`src/rtl/mem_arb_pkg.sv`:
```
// rtl/mem_arb_pkg.sv - shared types and constants for the memory arbiter
package mem_arb_pkg;

  typedef enum logic [1:0] {
    IDLE   = 2'd0,
    BUSY_I = 2'd1,
    BUSY_D = 2'd2
  } arb_state_e;

  typedef enum logic {
    GNT_I = 1'b0,
    GNT_D = 1'b1
  } gnt_e;

  localparam int DEFAULT_TIMEOUT = 16;

endpackage

```
`src/rtl/arb_rr2.sv`:
```
// rtl/arb_rr2.sv - two-input round-robin picker, combinational, one-hot grant
module arb_rr2
  import mem_arb_pkg::*;
(
  input  logic       req_i,
  input  logic       req_d,
  input  gnt_e       last_gnt,
  output logic [1:0] gnt
);

  // gnt[0] = fetch side, gnt[1] = data side; on a tie the side not served last wins
  always_comb begin
    gnt = 2'b00;
    if (req_i && req_d) begin
      gnt = (last_gnt == GNT_D) ? 2'b01 : 2'b10;
    end else if (req_i) begin
      gnt = 2'b01;
    end else if (req_d) begin
      gnt = 2'b10;
    end
  end

endmodule

```
`src/rtl/mem_arbiter.sv`:
```
// rtl/mem_arbiter.sv - fetch/data arbiter in front of a single-port variable-latency memory
module mem_arbiter
  import mem_arb_pkg::*;
#(
  parameter int AW      = 32,
  parameter int DW      = 32,
  parameter int TIMEOUT = DEFAULT_TIMEOUT
) (
  input  logic          clk,
  input  logic          rst_n,
  input  logic          i_req,
  input  logic [AW-1:0] i_addr,
  output logic          i_ack,
  output logic [DW-1:0] i_rdata,
  input  logic          d_req,
  input  logic          d_wen,
  input  logic [AW-1:0] d_addr,
  input  logic [DW-1:0] d_wdata,
  output logic          d_ack,
  output logic [DW-1:0] d_rdata,
  output logic          err,
  output logic          mem_req,
  output logic          mem_wen,
  output logic [AW-1:0] mem_addr,
  output logic [DW-1:0] mem_wdata,
  input  logic          mem_ack,
  input  logic [DW-1:0] mem_rdata
);

  localparam int CW = $clog2(TIMEOUT);
  localparam logic [CW-1:0] WD_LAST = CW'(TIMEOUT - 1);

  arb_state_e    state_q, state_d;
  gnt_e          rr_q, rr_d;
  logic [CW-1:0] wd_q, wd_d;
  logic          mem_req_q, mem_req_d;
  logic          mem_wen_q, mem_wen_d;
  logic [AW-1:0] mem_addr_q, mem_addr_d;
  logic [DW-1:0] mem_wdata_q, mem_wdata_d;
  logic          i_ack_q, i_ack_d;
  logic          d_ack_q, d_ack_d;
  logic          err_q, err_d;
  logic [DW-1:0] i_rdata_q, i_rdata_d;
  logic [DW-1:0] d_rdata_q, d_rdata_d;
  logic [1:0]    gnt;

  arb_rr2 u_rr (
    .req_i    (i_req),
    .req_d    (d_req),
    .last_gnt (rr_q),
    .gnt      (gnt)
  );

  always_comb begin
    state_d     = state_q;
    rr_d        = rr_q;
    wd_d        = wd_q;
    mem_req_d   = mem_req_q;
    mem_wen_d   = mem_wen_q;
    mem_addr_d  = mem_addr_q;
    mem_wdata_d = mem_wdata_q;
    i_rdata_d   = i_rdata_q;
    d_rdata_d   = d_rdata_q;
    i_ack_d     = 1'b0;
    d_ack_d     = 1'b0;
    err_d       = 1'b0;

    case (state_q)
      IDLE: begin
        if (gnt[0]) begin
          state_d     = BUSY_I;
          rr_d        = GNT_I;
          wd_d        = '0;
          mem_req_d   = 1'b1;
          mem_wen_d   = 1'b0;
          mem_addr_d  = i_addr;
          mem_wdata_d = '0;
        end else if (gnt[1]) begin
          state_d     = BUSY_D;
          rr_d        = GNT_D;
          wd_d        = '0;
          mem_req_d   = 1'b1;
          mem_wen_d   = d_wen;
          mem_addr_d  = d_addr;
          mem_wdata_d = d_wdata;
        end
      end

      BUSY_I, BUSY_D: begin
        // a late ack on the watchdog's final cycle still wins over the abort
        if (mem_ack || (wd_q == WD_LAST)) begin
          state_d   = IDLE;
          mem_req_d = 1'b0;
          mem_wen_d = 1'b0;
          err_d     = !mem_ack;
          if (state_q == BUSY_I) begin
            i_ack_d   = 1'b1;
            i_rdata_d = mem_ack ? mem_rdata : '0;
          end else begin
            d_ack_d   = 1'b1;
            d_rdata_d = mem_ack ? mem_rdata : '0;
          end
        end else begin
          wd_d = wd_q + CW'(1);
        end
      end

      default: begin
        state_d   = IDLE;
        mem_req_d = 1'b0;
        mem_wen_d = 1'b0;
      end
    endcase
  end

  always_ff @(posedge clk) begin
    if (!rst_n) begin
      state_q     <= IDLE;
      rr_q        <= GNT_D;
      wd_q        <= '0;
      mem_req_q   <= 1'b0;
      mem_wen_q   <= 1'b0;
      mem_addr_q  <= '0;
      mem_wdata_q <= '0;
      i_ack_q     <= 1'b0;
      d_ack_q     <= 1'b0;
      err_q       <= 1'b0;
      i_rdata_q   <= '0;
      d_rdata_q   <= '0;
    end else begin
      state_q     <= state_d;
      rr_q        <= rr_d;
      wd_q        <= wd_d;
      mem_req_q   <= mem_req_d;
      mem_wen_q   <= mem_wen_d;
      mem_addr_q  <= mem_addr_d;
      mem_wdata_q <= mem_wdata_d;
      i_ack_q     <= i_ack_d;
      d_ack_q     <= d_ack_d;
      err_q       <= err_d;
      i_rdata_q   <= i_rdata_d;
      d_rdata_q   <= d_rdata_d;
    end
  end

  assign mem_req   = mem_req_q;
  assign mem_wen   = mem_wen_q;
  assign mem_addr  = mem_addr_q;
  assign mem_wdata = mem_wdata_q;
  assign i_ack     = i_ack_q;
  assign d_ack     = d_ack_q;
  assign err       = err_q;
  assign i_rdata   = i_rdata_q;
  assign d_rdata   = d_rdata_q;

endmodule

```
`config.mk`:
```
export PLATFORM = sky130hd
export DESIGN_NAME = mem_arbiter
export DESIGN_NICKNAME = d
export VERILOG_FILES = /design/src/rtl/mem_arb_pkg.sv /design/src/rtl/arb_rr2.sv /design/src/rtl/mem_arbiter.sv
export SDC_FILE = /design/constraint.sdc
export NUM_CORES = 1
export LEC_CHECK = 0
export ABC_AREA = 1
export CAP_MARGIN = 20
export CORE_MARGIN = 1.5
export CORE_UTILIZATION = 45
export DETAILED_ROUTE_END_ITERATION = 10
export MAX_ROUTING_LAYER = met4
export PLACE_DENSITY = 0.86
export SLEW_MARGIN = 15
export SYNTH_ARGS = -nofsm -noshare
export SYNTH_HDL_FRONTEND = slang
export SYNTH_HIERARCHICAL = 1
export SYNTH_SLANG_ARGS = --single-unit
export TNS_END_PERCENT = 100
```
`constraint.sdc`:
```
create_clock -name clk -period 3.1 [get_ports clk]
set_input_delay 0.62 -clock clk [delete_from_list [all_inputs] [get_ports clk]]
set_output_delay 0.62 -clock clk [all_outputs]
set_load 0.005 [all_outputs]
```
==> metrics.csv <==
metric,value,unit
hold_viol,0,
row_count,41,
maxSlewHeadroom,62.11,%
initial_core_util,46.15,%
ys_warn_count,6,
core,12620,sq um
antenna_found_initial,0,
final_area,9095,sq um
drt_iter0_drc,533,
dpl.hpwl,11920,microns
endpoint_kind,flip-flop,
r2r_cells,7,
dpl_cell_area,8507,sq um
max-vdd-ir-drop,0.3022,mV
met1Wirelength,6944,microns
netlist_top_cells_count,"249 x nand2_1, 140 x dfxtp_1, 105 x a21oi_1",
root_buffer,clkbuf_16,
pwr_density_cell,544.4,nW/um^2
fin_nets,1133,
fmax,0.4771,GHz
diodes,0,
ios,267,
crit_arrival,2.37,ns
syn_avg_cell_area,7.643,sq um
cts_buffer_depth,2,
fin_crit,2.096,ns
clkSinkCount,140,
die-height,116.8,microns
critPathLaunch,wd_q[0]$_SDFFE_PN0P_,
setup_ws,1.004,ns
wl_met3,1335,microns
seq_area_frac_synth,48.12,%
grt.total_usage,26.19,%
top_layer,met4,
synth_flop_cell,dfxtp_1,
synth_area_leaders,"dfxtp_1 48%, nand2_1 16%, a21oi_1 9.0%, nand4_1 7.0%, o211a_1 5.5%",
worstMarginPinSlew,0.5675,ns
critPathLaunchType,flip-flop,
slew_viol_final,0,
drtAntennaViolNets,0,
synth-edff-count,0,
path_class,flip-flop to flip-flop,
cellLeakagePower,3.732,nW
cap_violations,0,
critical_path.max_fanout,23,
synth.most_common_cell,nand2_1,
viasPerCell,5.227,
r2r_slack,1.00,ns
async_reset_ff_share,0,%
insertion_delay,0.41,ns
synth_top_cell_by_area,dfxtp_1,
run_status,"complete, no violations",
utilization,72.07,%
clkTransAtPathRegs,0.06,ns
route.detailed.drc,0,
post-cts-setup-buffer-count,0,
clock_skew,0.006095,ns
wl_met2,8777,microns
netlist.area_leader.share,48.12,%
via_count,6173,
routed_wl,17700,microns
layout-drive-gt1-share,5.451,%
syn2layout_area_growth,56.15,%
cts_buffers,17,
hold_depth,2,
syn-num-nets,899,
cts_resized,0,
synth.ff_latch_count,140,
grt_pass1_vias,5711,
dr.pass1.iters,5,
synth_area,5824,sq um
worstHoldPathType,flip-flop to flip-flop,
required,3.38,ns
grt_pass1_wl,27130,microns
io_buffers,266,
cts_hold_buffers,0,
drt-wirelength-per-cell,14.99,microns
holdCritStartpoint,i_rdata[13]$_SDFFE_PN0P_,
gp_congestion,0.8300,
die_w,116.8,microns
p_total,4.951,mW
ys_types,17,
cts_htree_levels,4,
design.die.area,13630,sq um
regToRegStartpoint,wd_q[0]$_SDFFE_PN0P_,
place_ws,0.6312,ns
rsz0062_at_grt,false,
finalSetupTns,0,ns
finalCritPeriodShare,67.61,%
grt_overflow,0,
timing.final.setup_violations,0,
r2r-end,d_rdata[5]$_SDFFE_PN0P_,
grt_max_degree,105,
synthCells,762,
cts_tree,yes,
min_delay_worst_endpoint,i_rdata[13]$_SDFFE_PN0P_,
area by class of cell:
class | count | area, sq um
tap | 172 | 215.2
clock inverter | 11 | 117.6
inverter | 46 | 173.9
multi-input combinational | 509 | 2507
timing repair buffer | 282 | 2808
sequential | 140 | 2803
fill | 1004 | 3525
clock buffer | 21 | 470.5
per-layer routing:
layer  vias up  GRT usage, %
li1       3011             -
met1      2827         29.95
met2       276         42.18
met3        59         7.006
met4         0         13.57
met5         -             -
worst max-delay path, cell delays in order, from the launching register on:
cell and delay, ns:
dfxtp_1 0.41, ha_1 0.23, nand3_1 0.13, nand2_2 0.25
nand3_1 0.39, buf_4 0.37, nand2_1 0.11, a21oi_1 0.07
layout by cell type, fill, tap and decap left out, drive strengths merged:
master,instances
o211a,32
clkinvlp,2
o21ai,1
bufinv,2
nand3,46
ha,3
inv,45
clkdlybuf4s50,266
nand4,65
nor3,1
buf,16
a21oi,105
clkinv,8
dfxtp,140
nor2,7
clkbuf,21
nand2,249
power by group:
part,switching (mW),internal [mW],total (mW)
clock network,0.754,1.24,2.00
registers,0.0618,1.92,1.98
logic,0.482,0.492,0.974
total,1.30,3.65,4.95
cells by family (layout without fill, tap and decap cells):
kind of cell | Yosys count | in the layout | synth area share, %
flip-flops | 140 | 140 | 48.12
AND/OR/NAND/NOR | 368 | 368 | 27.52
AO/OA/AOI/OAI | 138 | 138 | 14.80
buffers and inverters | 113 | 360 | 8.915
adder cells (fa/ha/maj) | 3 | 3 | 0.6445
sequential cells by signal (all words and copies together), names as in the netlist, 2 cells and up:
name       cells
mem_addr      32
wd_q           4
i_rdata       32
d_rdata       32
mem_wdata     32
state_q        2
worst max-delay path by stage:
stage / to / cells past startpoint / slack, ns
global placement: mem_wen$_SDFFE_PN0P_ / 7 / 0.69
finish: d_rdata[5]$_SDFFE_PN0P_ / 7 / 1.00
detailed placement: mem_wen$_SDFFE_PN0P_ / 7 / 0.63
CTS: d_rdata[5]$_SDFFE_PN0P_ / 7 / 1.03
global route: d_rdata[5]$_SDFFE_PN0P_ / 7 / 0.79
floorplan: mem_addr[10]$_SDFFE_PN0P_ / 9 / 1.37
stage by stage:
| step | instances | hold slack, ns |
|---|---|---|
| 2_1_floorplan | 762 | 0.4405 |
| 3_3_place_gp | 1149 | 0.4467 |
| 3_5_place_dp | 1149 | 0.4543 |
| 4_1_cts | 1181 | 0.4634 |
| 5_1_grt | 1181 | 0.4746 |
| 6_report | 1181 | 0.4597 |
No activity file was read; power rests on OpenSTA's default activity.
